## config.mk

```make
export PLATFORM = sky130hd
export DESIGN_NAME = disp_msg_sched
export DESIGN_NICKNAME = d
export VERILOG_FILES = /design/src/rtl/disp_pkg.sv /design/src/rtl/disp_msg_sched_font.sv /design/src/rtl/disp_msg_sched.sv
export SDC_FILE = /design/constraint.sdc
export NUM_CORES = 1
export LEC_CHECK = 0
export ABC_CLOCK_PERIOD_IN_PS = 2950
export BUFFER_PORTS_ARGS = -buffer_cell sky130_fd_sc_hd__buf_4
export CAP_MARGIN = 10
export CORE_UTILIZATION = 56
export DETAILED_ROUTE_END_ITERATION = 8
export PLACE_DENSITY = 0.8
export REMOVE_ABC_BUFFERS = 1
export SYNTH_ARGS = -nofsm -noshare
export SYNTH_HDL_FRONTEND = slang
export SYNTH_SLANG_ARGS = --single-unit
```

## constraint.sdc

```tcl
create_clock -name clk -period 2.95 [get_ports clk]
set_input_delay 0.295 -clock clk [delete_from_list [all_inputs] [get_ports clk]]
set_output_delay 0.295 -clock clk [all_outputs]
set_load 0.01 [all_outputs]
```

## src/rtl/disp_pkg.sv

```systemverilog
// Shared constants for the 14-segment message scheduler: character codes,
// font patterns and FSM state encoding.
package disp_pkg;

    localparam logic [5:0] CH_SPACE = 6'd0;
    localparam logic [5:0] CH_A     = 6'd1;
    localparam logic [5:0] CH_Z     = 6'd26;
    localparam logic [5:0] CH_0     = 6'd27;
    localparam logic [5:0] CH_9     = 6'd36;

    localparam int unsigned FONT_LEN = 37;

    localparam logic [13:0] SEG_SPACE = 14'b00000000000000;
    localparam logic [13:0] SEG_G     = 14'b10111101000000;
    localparam logic [13:0] SEG_O     = 14'b11111100000000;

    // Bit order: a b c d e f g1 g2 | h j k l m n (inner diagonals/verticals)
    localparam logic [13:0] FONT [FONT_LEN] = '{
        SEG_SPACE,
        14'b11101111000000, 14'b11110001010010, 14'b10011100000000, // A B C
        14'b11110000010010, 14'b10011110000000, 14'b10001110000000, // D E F
        SEG_G,              14'b01101111000000, 14'b10010000010010, // G H I
        14'b01111000000000, 14'b00001110001001, 14'b00011100000000, // J K L
        14'b01101100101000, 14'b01101100100001, SEG_O,              // M N O
        14'b11001111000000, 14'b11111100000001, 14'b11001111000001, // P Q R
        14'b10110111000000, 14'b10000000010010, 14'b01111100000000, // S T U
        14'b00001100001100, 14'b01101100000101, 14'b00000000101101, // V W X
        14'b00000000101010, 14'b10010000001100,                     // Y Z
        14'b11111100001100, 14'b01100000001000, 14'b11011011000000, // 0 1 2
        14'b11110001000000, 14'b01100111000000, 14'b10110111000000, // 3 4 5
        14'b10111111000000, 14'b11100000000000, 14'b11111111000000, // 6 7 8
        14'b11110111000000                                          // 9
    };

    typedef enum logic {
        S_BLANK = 1'b0,
        S_RUN   = 1'b1
    } state_t;

endpackage

```

## src/rtl/disp_msg_sched_font.sv

```systemverilog
// Combinational character-code to 14-segment decode; codes above '9' are dark.
module seg14_font
    import disp_pkg::*;
(
    input  logic [5:0]  code,
    output logic [13:0] seg
);

    always_comb begin
        seg = '0;
        if (code <= CH_9) seg = FONT[code];
    end

endmodule

```

## src/rtl/disp_msg_sched.sv

```systemverilog
// Double-buffered message scheduler driving a multiplexed 14-segment display.
// Define DISP_SCROLL_EN to enable left scrolling; otherwise the text is static.
module disp_msg_sched
    import disp_pkg::*;
#(
    parameter int unsigned DIGITS        = 12,
    parameter int unsigned MSG_LEN       = 16,
    parameter int unsigned REFRESH_DIV   = 4,
    parameter int unsigned SCROLL_FRAMES = 64
) (
    input  logic              clk,
    input  logic              rst_n,
    input  logic              wr_valid,
    output logic              wr_ready,
    input  logic [3:0]        wr_addr,
    input  logic [5:0]        wr_char,
    input  logic              commit,
    output logic              commit_pending,
    input  logic              blank,
    output logic              frame_tick,
    output logic [DIGITS-1:0] sel,
    output logic [13:0]       segm
);

    localparam int unsigned AW = $clog2(MSG_LEN);
    localparam int unsigned DW = (DIGITS > 1) ? $clog2(DIGITS) : 1;
    localparam int unsigned SW = (REFRESH_DIV > 1) ? $clog2(REFRESH_DIV) : 1;

    if (SCROLL_FRAMES < 1 || REFRESH_DIV < 1 || MSG_LEN < DIGITS ||
        (MSG_LEN & (MSG_LEN - 1)) != 0) begin : g_bad_cfg
        $error("disp_msg_sched: invalid parameter set");
    end

    logic [5:0]        mem [2][MSG_LEN];
    logic              bank;
    state_t            state, state_nxt;
    logic [SW-1:0]     slot_cnt;
    logic [DW-1:0]     dig_idx;
    logic [AW-1:0]     offset, rd_addr;
    logic              slot_wrap, swap, wr_fire;
    logic [5:0]        rd_char;
    logic [13:0]       font_seg, segm_nxt;
    logic [DIGITS-1:0] sel_nxt;

    assign wr_ready   = ~commit_pending;
    assign wr_fire    = wr_valid & wr_ready;
    assign slot_wrap  = (slot_cnt == SW'(REFRESH_DIV - 1));
    assign frame_tick = slot_wrap & (dig_idx == DW'(DIGITS - 1));
    // A commit landing on the tick itself swaps without ever showing as pending
    assign swap       = frame_tick & (commit_pending | commit);
    assign rd_addr    = offset + AW'(dig_idx);
    assign rd_char    = mem[bank][rd_addr];

    always_ff @(posedge clk or negedge rst_n) begin
        if (!rst_n) begin
            slot_cnt <= '0;
            dig_idx  <= '0;
        end else if (slot_wrap) begin
            slot_cnt <= '0;
            dig_idx  <= (dig_idx == DW'(DIGITS - 1)) ? '0 : dig_idx + 1'b1;
        end else begin
            slot_cnt <= slot_cnt + 1'b1;
        end
    end

    always_ff @(posedge clk or negedge rst_n) begin
        if (!rst_n) begin
            bank           <= 1'b0;
            commit_pending <= 1'b0;
        end else if (swap) begin
            bank           <= ~bank;
            commit_pending <= 1'b0;
        end else if (commit) begin
            commit_pending <= 1'b1;
        end
    end

    always_ff @(posedge clk or negedge rst_n) begin
        if (!rst_n) begin
            for (int unsigned b = 0; b < 2; b++)
                for (int unsigned i = 0; i < MSG_LEN; i++)
                    mem[b[0]][i[AW-1:0]] <= CH_SPACE;
        end else if (wr_fire) begin
            mem[~bank][wr_addr[AW-1:0]] <= wr_char;
        end
    end

`ifdef DISP_SCROLL_EN
    localparam int unsigned FW = (SCROLL_FRAMES > 1) ? $clog2(SCROLL_FRAMES) : 1;
    logic [FW-1:0] frame_cnt;

    always_ff @(posedge clk or negedge rst_n) begin
        if (!rst_n) begin
            frame_cnt <= '0;
            offset    <= '0;
        end else if (swap) begin
            frame_cnt <= '0;
            offset    <= '0;
        end else if (frame_tick) begin
            if (frame_cnt == FW'(SCROLL_FRAMES - 1)) begin
                frame_cnt <= '0;
                offset    <= offset + 1'b1;
            end else begin
                frame_cnt <= frame_cnt + 1'b1;
            end
        end
    end
`else
    assign offset = '0;
`endif

    seg14_font u_font (
        .code (rd_char),
        .seg  (font_seg)
    );

    always_ff @(posedge clk or negedge rst_n) begin
        if (!rst_n) state <= S_BLANK;
        else        state <= state_nxt;
    end

    always_comb begin
        state_nxt = state;
        sel_nxt   = '0;
        segm_nxt  = '0;
        if (swap) state_nxt = S_RUN;
        if (state == S_RUN && !blank) begin
            sel_nxt  = DIGITS'(1) << dig_idx;
            segm_nxt = font_seg;
        end
    end

    always_ff @(posedge clk or negedge rst_n) begin
        if (!rst_n) begin
            sel  <= '0;
            segm <= '0;
        end else begin
            sel  <= sel_nxt;
            segm <= segm_nxt;
        end
    end

endmodule

```

# Yosys cells after proc, flatten, opt, wreduce, memory -nomap -nowiden
# Memory sizes are Yosys's and may differ from the RTL's.
# Cells that the tools add are included.
# classes
n_addsub,2
n_lt_le_gt_ge,8
eq_ne,2
n_shift,1
mux,20
bitwise_logic,11
reduce_logical,5
# op_table
cell,count
two-way mux 96 bit,4
bitwise mux 192 bit,1
demux 96 bit (select 1 bit),1
two-way mux 14 bit,4
binary-select mux 6 bit (select 4 bit),1
demux 6 bit (select 4 bit),1
two-way mux 6 bit,3
two-way mux 12 bit,1
"left shift 1 x 4 -> 12 bit, first input constant",1
"greater-or-equal comparator 5 bit, second input constant",2
inverter 4 -> 5 bit,2
"greater-or-equal comparator 7 bit, second input constant",1
inverter 6 -> 7 bit,1
"less-or-equal comparator 6 bit, second input constant",1
"less-than comparator 5 x 1 -> 1 bit, second input constant",1
"adder 4 x 1 -> 4 bit, second input constant",1
"== test 4 bit, second input constant",1
"greater-or-equal comparator 2 bit, second input constant",2
two-way mux 4 bit,1
inverter 1 -> 2 bit,2
bitwise AND 1 bit,3
logical AND 1 bit,3
"adder 2 x 1 -> 2 bit, second input constant",1
"== test 2 bit, second input constant",1
other kinds (7),9
# totals
regBits,227
rom_bits,896
inputBits,15
elab_cells,89
memories,1
# mem_list
memory,depth,width,read_ports,rd_ports_with_merged_regs,wr,line,source
(name not given),64,14,1,0,0,disp_msg_sched_font.sv:11,if (code <= CH_9) seg = FONT[code];

# Depth between registers and ports, before layout
# Gate-level depths: netlist of the first run.
# depth
ltp_word,13
mapped_depth,16
mapped_depth_nobuf,12

# Cells and area by module
# A second synthesis of the first run with hierarchy kept.
# hier_totals
cells_unflattened,815
hier_area_um2,11160.7
# by_module_without_submodules
module,instances,cells_per_inst,area_each_um2,seq_area_each_um2
disp_msg_sched,1,700,10471.3,5680.4
seg14_font,1,115,689.4,0.0

# Worst setup path after synthesis of the first run
# No wires, ideal clock.
# synth_path
path_kind,register to register
startpoint,register dig_idx[0]
endpoint,register segm[7]
setup_time_ns,0.077
arrival_time_ns,3.135
path_slack_ns,-0.262
stages_incl_launch_ff,16
synth_period_minus_slack_ns,3.212
cell_sequence,dfrtp_1 -> buf_4 -> buf_4 -> buf_2 -> buf_4 -> mux2i_1 -> nand3_1 -> nand4_1 -> o21ai_0 -> nor2_1 -> inv_1 -> ha_1 -> or3_4 -> o211ai_1 -> o21ai_1 -> a21oi_1
# synth_via
elab_chain_len,10
elab_cells_between_ends,11
cone_classes,order compare: 1; mux: 7; bitwise: 2; memory: 1
# synth_lines
element,line,source
"start, declared",disp_msg_sched.sv:38,logic [DW-1:0] dig_idx;
"start signal, assigned",disp_msg_sched.sv:60,dig_idx <= (dig_idx == DW'(DIGITS - 1)) ? '0 : dig_idx + 1'b1;
inverter 4 -> 5 bit (implied by the code) (*),disp_msg_sched.sv:52,assign rd_char = mem[bank][rd_addr];
binary-select mux 6 bit (select 4 bit) (*),disp_msg_sched.sv:52,
two-way mux 6 bit (implied by the code) (*) (2 in a row),disp_msg_sched.sv:52,
inverter 6 -> 7 bit (implied by the code),disp_msg_sched_font.sv:11,
memory read (64 x 14 bit),--,
two-way mux 14 bit (implied by the code) (2 in a row),disp_msg_sched_font.sv:11,
two-way mux 14 bit (*),disp_msg_sched_font.sv:11,
two-way mux 14 bit (*),disp_msg_sched.sv:127,if (state == S_RUN && !blank) begin
via segm_nxt[7],disp_msg_sched.sv:42,"logic [13:0] font_seg, segm_nxt;"
"end signal, assigned",disp_msg_sched.sv:139,segm <= segm_nxt;
"end, declared",disp_msg_sched.sv:22,output logic [13:0] segm
# Mark *: on every way through the listed nets, which the timed path passes. The rest lies on a longest branch. The select of a mux whose other input is x is not followed.
# A chain may end at the register's enable or synchronous reset.

# Final worst setup path of the first run
# layout_path
startpoint,register bank
endpoint,register segm[10]
# layout_via
elab_chain_len,13
elab_cells_between_ends,14
cone_classes,order compare: 1; mux: 10; bitwise: 2; memory: 1
# layout_lines
element,line,source
"start, declared",disp_msg_sched.sv:35,logic bank;
"start signal, assigned",disp_msg_sched.sv:71,bank <= ~bank;
inverter 1 -> 2 bit (implied by the code) (*),disp_msg_sched.sv:52,
two-way mux 96 bit (implied by the code) (*) (3 in a row),disp_msg_sched.sv:52,
binary-select mux 6 bit (select 4 bit) (*),disp_msg_sched.sv:52,
two-way mux 6 bit (implied by the code) (*) (2 in a row),disp_msg_sched.sv:52,
inverter 6 -> 7 bit (implied by the code),disp_msg_sched_font.sv:11,
memory read (64 x 14 bit),--,
two-way mux 14 bit (implied by the code) (2 in a row),disp_msg_sched_font.sv:11,
two-way mux 14 bit (*),disp_msg_sched_font.sv:11,
two-way mux 14 bit (*),disp_msg_sched.sv:127,
via segm_nxt[10],disp_msg_sched.sv:42,
# Marked as above.

==> results.yml, run 1 <==
setup_path:
  crit_fanout: 6
  r2r_start: "bank$_DFFE_PN0P_"
  cp_top_family: "compound AO/OA/AOI/OAI gates"
  cp_num_buf_inv: 4
  startpoint_type: "flip-flop"
  cp-end-kind: "flip-flop"
  slowest_stage: "mux4_2"
  worstPathCellList: "buf_12 -> mux4_2 -> nand2_2 -> a21oi_4 -> o32ai_2 -> buf_4 -> inv_1 -> buf_4 -> ha_1 -> o311ai_2 -> o21ai_1 -> a41oi_2"
  reg2reg_slack_ps: 40
  crit_type: "reg -> reg"
  r2r-end: "segm[10]$_DFF_PN0_"
  reg2reg_depth: 12
  cp_common_cell: "buf_4"
  cp.required_ps: 3400
  crit_arrival_ps: 3360
  critPathMaxStageDelay_ps: 520
  crit_start: "bank$_DFFE_PN0P_"
sta:
  fmax_mhz: 344
  maxSlewHeadroom: 0.555
  rsz0062_at_grt: "yes"
  post-route-min-period_ps: 2910
  setup_viol: 0
  hold_viol: 0
  fin_ws_ps: 39.3
  finalCritPeriodShare: 0.987
  fin_skew_ps: 11.6
  slew_violations: 0
  tns_ps: 0
  worst_pin_slew_ps: 666
place:
  placed_area_mm2: 0.0121
  globalplace.congestion: 0.921
  place_hpwl_mm: 18.0
  portBuffers: 43
  post-place-ws_ps: -99.2
synthesis:
  syn-cell-area_mm2: 0.0109
  synth_edf_count: 0
  yosys.area_share.simple: 0.0773
  synth-xor-area-share: 0.00320
  synth_top_family_by_area: "multiplexers"
  synth-main-ff-cell: "dfrtp_1"
  synthMuxAreaShare: 0.300
  synth_area_leaders: "dfrtp_1 (52%), mux2_2 (20%), mux4_2 (7.2%)"
  yosysMostFrequentCell: "dfrtp_1"
  ys_top_cells_by_count: "dfrtp_1 (227), mux2_2 (198), nand2_1 (41)"
  synth_seq_cells: 227
  yosysTopAreaCell: "dfrtp_1"
  syn_area_per_cell_um2: 13.4
  ys_async_sr_fraction: 1.00
  netlist_instances: 820
  yosys_warnings: 0
  synth-compound-area-share: 0.0544
  synthAdderAreaFrac: 0.0171
  synth.distinct_cells: 62
  yosysTopAreaCellShare: 0.519
  ys_seq_area_frac: 0.519
grt:
  grt_pass1_wl_mm: 43.0
  grt-ovfl-total: 0
  grt_pass1_vias: 7860
  grt_max_degree: 82
  antenna_found_initial: 0
  track_usage: 0.281
status:
  run_status: "completed"
route:
  dr.pass1.iters: 5
  post_drt_via_cell_ratio: 6.08
  vias: 7421
  ant_nets: 0
  wl_mm: 26.9
  drt_iter0_drc: 525
  wl_per_cell_um: 22.0
  drc: 0
floorplan:
  die_h_um: 142
  io_pins: 44
  die_area_mm2: 0.0201
  fp-row-count: 50
  start_util: 0.578
  die_w_um: 142
  core_area_mm2: 0.0190
power:
  clockPowerShare: 0.458
  power_leakage_uw: 0.00636
  p_switching_uw: 1470
  seq_power_share: 0.488
  p_per_area_mw_per_mm2: 496
  power_frac_comb: 0.054
  switching_share: 0.226
  internal_power_uw: 5060
  peakVddDrop_uv: 449
hold_path:
  holdPathEnd: "segm[1]$_DFF_PN0_"
  hold_depth: 4
  hold_start: "blank"
  holdCritPathClass: "in -> reg"
cells_and_area:
  nNetsFinal: 973
  area_delta_synth_final_pct: 20.3
  drive_above_1_share: 0.477
  fin_area_mm2: 0.0132
  fin_util: 0.695
clocking:
  clock_latency_ps: 530
  cts_buffer_depth: 3
  cts_tree: "built"
  root_buffer: "clkbuf_16"
  cts_sinks: 227
  numCtsBuffers: 24
  clk_pin_slew_ps: 60
  htreeDepth: 1
run:
  drv_cap: 0
state kept, by name, indices dropped and copies added (netlist names):
| register | count |
|---|---|
| mem | 192 |
| segm | 14 |
| sel | 12 |
| dig_idx | 4 |
| slot_cnt | 2 |
| bank | 1 |
| commit_pending | 1 |
| state | 1 |
worst register-to-register path, stage by stage (launching register included):
cell and delay (ps):
dfrtp_4 450, buf_12 150, mux4_2 520, nand2_2 110
a21oi_4 80, o32ai_2 310, buf_4 200, inv_1 100
buf_4 150, ha_1 210, o311ai_2 270, o21ai_1 130
a41oi_2 170
power groups by stage:
stage               combinational (uW)  clock [uW]  sequential [uW]
global route                       386        3150             3190
CTS                                344        3040             3190
global placement                   332           0             3240
detailed placement                 337           0             3240
finish                             353        2990             3190
floorplan                          131           0             3240
kinds of logic after synthesis:
group	Yosys count
fa+ha+maj	15
compound gates	85
buf+inv	61
flops	227
xor+xnor	4
simple gates	168
mux	260
metrics by stage:
step	total power, uW	hold slack (ps)	cells
6_report	6530	204	1221
5_1_grt	6730	213	1220
4_1_cts	6570	178	1217
3_5_place_dp	3580	255	1166
3_3_place_gp	3570	252	1166
2_1_floorplan	3370	-0.591	768
final cells by class:
type                    count  area [um2]
diodes                      1        2.50
clock buffers              31         657
clock inverters            12         133
fillers                  1293        5780
inverters                   9        36.3
multi-input cells         532        5100
flip-flops and latches    227        5690
well taps                 260         325
repair buffers            149        1240
worst max-delay path by stage:
| stage | to | slack, ps | cells after the start |
|---|---|---|---|
| after floorplan | segm[12]$_DFF_PN0_ | -1460 | 9 |
| after global placement | segm[10]$_DFF_PN0_ | -90 | 10 |
| after detailed placement | segm[10]$_DFF_PN0_ | -100 | 9 |
| after CTS | segm[7]$_DFF_PN0_ | 6 | 12 |
| after global routing | segm[8]$_DFF_PN0_ | -90 | 13 |
| final | segm[10]$_DFF_PN0_ | 40 | 12 |
per-layer routing:
layer,vias up,global-route usage,part of all wire
met4,0,0.122,0.040
met1,3840,0.374,0.42
li1,3245,-,-
met2,263,0.459,0.48
met5,-,0,0
met3,73,0.0469,0.061
placed cells by master (no fill, tap or decap), types with 8 or more instances in the layout:
cell type | netlist | layout
o21ai_0 | 15 | 10
clkbuf_16 | 0 | 24
nor2b_1 | 15 | 13
mux4_2 | 35 | 35
mux2_2 | 198 | 198
buf_12 | 1 | 8
a21oi_1 | 19 | 15
and3_1 | 9 | 9
ha_1 | 15 | 12
dfrtp_1 | 227 | 225
nor2_1 | 37 | 36
mux2i_1 | 27 | 26
buf_4 | 5 | 134
nand3_1 | 18 | 18
nor3_1 | 16 | 15
nand2_1 | 41 | 39
timing repair:
item                                   in CTS  in global routing
setup endpoints to repair                  14                 14
cloned                                      0                  0
pin swaps                                   4                 13
endpoints found under the hold margin      54                  0
buffers inserted                            6                  5
hold buffers                                2                  0
resized for setup                          11                 31
Note: power is estimated with default switching activity, not from simulation.
==> run 2: changes to the inputs <==
Settings changed: ABC_CLOCK_PERIOD_IN_PS 2950 to 3300, CORE_UTILIZATION 56 to 60, PLACE_DENSITY 0.8 to 0.78.
Clock period 2.95 ns to 3.3 ns, I/O delays scaled along.
==> results.yml, run 2 (synthesized netlist as in run 1, its figures left out) <==
grt:
  track_usage: 0.297
  grt_pass1_vias: 7365
  grt_pass1_wl_mm: 41.9
  grt-ovfl-total: 0
  grt_max_degree: 132
  antenna_found_initial: 0
sta:
  hold_viol: 0
  post-route-min-period_ps: 3180
  whs_ps: 37.4
  setup_viol: 0
  worst_pin_slew_ps: 959
  fin_skew_ps: 9.62
  fmax_mhz: 315
  finalCritPeriodShare: 0.962
  maxSlewHeadroom: 0.360
  rsz0062_at_grt: "no"
  slew_violations: 0
  fin_ws_ps: 124
setup_path:
  cp-end-kind: "flip-flop"
  crit_fanout: 21
  cp.required_ps: 3730
  crit_arrival_ps: 3610
  crit_type: "reg -> reg"
  reg2reg_depth: 10
  startpoint_type: "flip-flop"
floorplan:
  core_area_mm2: 0.0179
  io_pins: 44
  die_area_mm2: 0.0188
  fp-row-count: 49
  die_h_um: 137
  die_w_um: 137
  start_util: 0.612
cells_and_area:
  antenna_cells: 0
  fin_area_mm2: 0.0125
  nFillCells: 1231
  largest_register_ffs: 192
  fin_util: 0.695
  area_delta_synth_final_pct: 13.7
  drive_above_1_share: 0.418
  nNetsFinal: 911
  most-common-layout-cells: "dfrtp_1 (225), mux2_2 (198), buf_4 (80), nand2_1 (40), nor2_1 (37)"
  layout_commonest_cell: "dfrtp_1"
clocking:
  clk_pin_slew_ps: 60
  root_buffer: "clkbuf_16"
  cts_buffer_depth: 3
  numCtsBuffers: 24
  cts_sinks: 227
  htreeDepth: 1
  cts_tree: "built"
  clock_latency_ps: 520
power:
  p_total_uw: 5770
  p_per_area_mw_per_mm2: 463
  power_leakage_uw: 0.00601
  peakVddDrop_uv: 469
hold_path:
  holdCritPathClass: "in -> reg"
  hold_depth: 3
status:
  run_status: "completed"
place:
  place_hpwl_mm: 18.3
  placed_area_mm2: 0.0117
  post-place-ws_ps: 178
  globalplace.congestion: 0.875
  portBuffers: 43
route:
  post_drt_via_cell_ratio: 6.39
  drt_iter0_drc: 637
  drc: 0
  vias: 7203
  wl_mm: 26.4
  wl_per_cell_um: 23.4
  dr.pass1.iters: 5
  ant_nets: 0
run:
  drv_cap: 0
==> run 2: cell types whose count changed in the layout (fill, tap and decap cells not counted), moves of 3 or more <==
| cell | change |
|---|---|
| buf_12 | -4 |
| o21ai_0 | +5 |
| a21oi_1 | +4 |
| a21oi_2 | -3 |
| buf_4 | -54 |
| o21ai_2 | -3 |
| ha_1 | +3 |
==> run 2: cell type report <==
| type | count | area (um2) | share of cell area |
|---|---|---|---|
| clock buffers | 30 | 633 | 0.0508 |
| clock inverters | 13 | 136 | 0.0110 |
| inverters | 9 | 33.8 | 0.00271 |
| multi-input cells | 532 | 4960 | 0.398 |
| flip-flops and latches | 227 | 5680 | 0.456 |
| well taps | 229 | 287 | 0.0230 |
| repair buffers | 87 | 717 | 0.0576 |
==> run 2: final timing paths <==
| kind | startpoint | to | slack (ps) |
|---|---|---|---|
| worst max-delay path | bank$_DFFE_PN0P_ | segm[8]$_DFF_PN0_ | 120 |
| max in group asynchronous | rst_n | mem[132]$_DFFE_PN0P_ | 1930 |
| min in group asynchronous | rst_n | mem[94]$_DFFE_PN0P_ | 460 |
| worst min register to register | slot_cnt[0]$_DFF_PN0_ | slot_cnt[0]$_DFF_PN0_ | 430 |
| worst max register to register | bank$_DFFE_PN0P_ | segm[8]$_DFF_PN0_ | 120 |
| worst min-delay path | commit | commit_pending$_DFFE_PN0P_ | 40 |
==> run 2: layer usage <==
| layer | up-vias | global-route usage | wire length [um] |
|---|---|---|---|
| li1 | 3127 | - | - |
| met1 | 3720 | 0.401 | 10800 |
| met2 | 296 | 0.489 | 13000 |
| met3 | 60 | 0.0537 | 1850 |
| met4 | 0 | 0.0965 | 765 |
| met5 | - | 0 | 0 |
==> run 2: metrics by stage <==
stage / cells / TNS [ps]
2_1_floorplan: 768 / -14300
3_3_place_gp: 1082 / 0
3_5_place_dp: 1082 / 0
4_1_cts: 1126 / 0
5_1_grt: 1127 / 0
6_report: 1127 / 0
==> run 2: repair_timing <==
| action | in CTS | in global routing |
|---|---|---|
| resized for setup | 0 | 3 |
| setup endpoints to repair | 0 | 4 |
| hold buffers | 1 | 0 |
| buffers inserted | 0 | 1 |
| hold endpoints to repair | 121 | 0 |
==> run 2: report_power, final <==
part	switching, uW	internal, uW	total [uW]	leakage, uW
sequential	22.1	2830	2850	0.00313
clock	1100	1530	2630	0.000381
combinational	184	106	290	0.00250
==> run 2: worst max-delay path, cell delays in order (launching register included) <==
cell      delay, ps
dfrtp_2         440
buf_12          210
buf_4           200
mux4_2          530
a22o_1          260
a211o_1         340
and2_4          270
a211oi_2        230
o21ai_1         120
a21o_1          270
a31oi_1         190
==> run 3: changes to the inputs <==
Settings changed: CORE_ASPECT_RATIO set to 1.75.
==> results.yml, run 3 (synthesized netlist as in run 1, its figures left out) <==
status:
  run_status: "completed"
place:
  post-place-cells: 1081
  portBuffers: 43
  place_hpwl_mm: 19.8
  globalplace.congestion: 0.932
sta:
  fin_skew_ps: 18.8
  fmax_mhz: 319
  worst_pin_slew_ps: 995
  rsz0062_at_grt: "no"
  finalCritPeriodShare: 0.949
  hold_viol: 0
  setup_viol: 0
  post-route-min-period_ps: 3130
  whs_ps: 57.0
  maxSlewHeadroom: 0.332
  slew_violations: 0
route:
  wl_per_cell_um: 24.6
  ant_nets: 0
  drt_iter0_drc: 492
  dr.pass1.iters: 7
  vias: 7176
  drc: 0
  wl_mm: 27.5
  post_drt_via_cell_ratio: 6.42
hold_path:
  holdCritPathClass: "in -> reg"
power:
  power_leakage_uw: 0.00595
  switching_share: 0.223
  p_total_uw: 5540
  internal_power_uw: 4300
  power_frac_comb: 0.053
  seq_power_share: 0.514
  p_per_area_mw_per_mm2: 448
  clockPowerShare: 0.433
  p_switching_uw: 1240
  peakVddDrop_uv: 561
grt:
  grt_pass1_vias: 7761
  track_usage: 0.305
  grt_pass1_wl_mm: 43.9
  grt-ovfl-total: 0
  antenna_found_initial: 0
  grt_max_degree: 102
floorplan:
  die_h_um: 181
  die_area_mm2: 0.0188
  io_pins: 44
  core_area_mm2: 0.0180
  fp-row-count: 65
  die_w_um: 104
  start_util: 0.609
setup_path:
  cp.required_ps: 3710
  cp_num_buf_inv: 3
  critPathMaxStageDelay_ps: 590
  startpoint_type: "flip-flop"
  worstPathCellList: "buf_12 -> buf_12 -> mux4_2 -> a22oi_1 -> and3_1 -> nor2_2 -> buf_12 -> nor2_1 -> a211oi_1 -> a211oi_2"
  crit_arrival_ps: 3540
  cp-end-kind: "flip-flop"
  cp_common_cell: "buf_12"
  slowest_stage: "mux4_2"
  crit_type: "reg -> reg"
  crit_fanout: 25
  cp_top_family: "simple AND/OR/NAND/NOR gates"
clocking:
  clk_pin_slew_ps: 70
  cts_sinks: 227
  root_buffer: "clkbuf_16"
  htreeDepth: 1
  numCtsBuffers: 21
  clock_latency_ps: 510
  cts_tree: "built"
  cts_buffer_depth: 3
cells_and_area:
  drive_above_1_share: 0.410
  most-common-layout-cells: "dfrtp_1 (225), mux2_2 (198), buf_4 (70), nand2_1 (41), nor2_1 (37)"
  layout_commonest_cell: "dfrtp_1"
  stdcell_count: 1118
  multiInputGateArea_mm2: 0.00496
  nFillCells: 1266
  area_delta_synth_final_pct: 12.9
  antenna_cells: 0
  nNetsFinal: 901
  largest_register_ffs: 192
  final-seq-area_mm2: 0.00568
run:
  drv_cap: 0
run 3: timing repair:
action,4_1_cts,5_1_grt
hold buffers,1,0
endpoints found under the setup margin,0,5
setup buffers,0,0
gates resized for setup,0,2
hold endpoints to repair,98,0
run 3: path summary, 6_finish.rpt:
kind	from	to	slack, ps	cells after the start
worst max-delay path	bank$_DFFE_PN0P_	segm[6]$_DFF_PN0_	170	10
worst min-delay path	commit	commit_pending$_DFFE_PN0P_	60	3
worst max register to register	bank$_DFFE_PN0P_	segm[6]$_DFF_PN0_	170	10
worst min register to register	slot_cnt[0]$_DFF_PN0_	slot_cnt[0]$_DFF_PN0_	460	1
max in group asynchronous	rst_n	mem[119]$_DFFE_PN0P_	1900	3
min in group asynchronous	rst_n	sel[3]$_DFF_PN0_	480	2
run 3: area by class of cell:
type | count | share of cell area
Timing Repair Buffer | 80 | 0.0575
Inverter | 9 | 0.00273
Sequential cell | 227 | 0.460
Tap cell | 234 | 0.0237
Multi-Input combinational cell | 532 | 0.402
Clock buffer | 31 | 0.0496
Clock inverter | 5 | 0.00496
run 3: power groups by stage:
stage | logic (uW) | clock network [uW] | registers (uW)
5_1_grt | 317 | 2530 | 2850
6_report | 292 | 2400 | 2850
3_3_place_gp | 280 | 0 | 2900
3_5_place_dp | 290 | 0 | 2900
2_1_floorplan | 117 | 0 | 2900
4_1_cts | 293 | 2430 | 2850
run 3: metrics by stage:
step	instance area [um2]	setup TNS, ps	setup slack (ps)	utilization
after floorplan	10700	-14300	-1110	-
after global placement	11700	0	188	0.649
after detailed placement	11700	0	196	0.649
after CTS	12300	0	172	0.687
after global routing	12400	0	12.3	0.688
final	12400	0	169	0.688
run 3: layer usage:
layer	vias up	part of all wire	GRT usage	routed length (um)
met4	0	0.046	0.146	1260
li1	3096	-	-	-
met2	262	0.56	0.577	15400
met3	78	0.042	0.0314	1160
met5	-	0	0	0
met1	3740	0.35	0.339	9710
run 3: worst register-to-register path: stages, from the launching register on:
cell,delay [ps]
dfrtp_2,430
buf_12,200
buf_12,220
mux4_2,610
a22oi_1,240
and3_1,230
nor2_2,60
buf_12,160
nor2_1,440
a211oi_1,210
a211oi_2,240
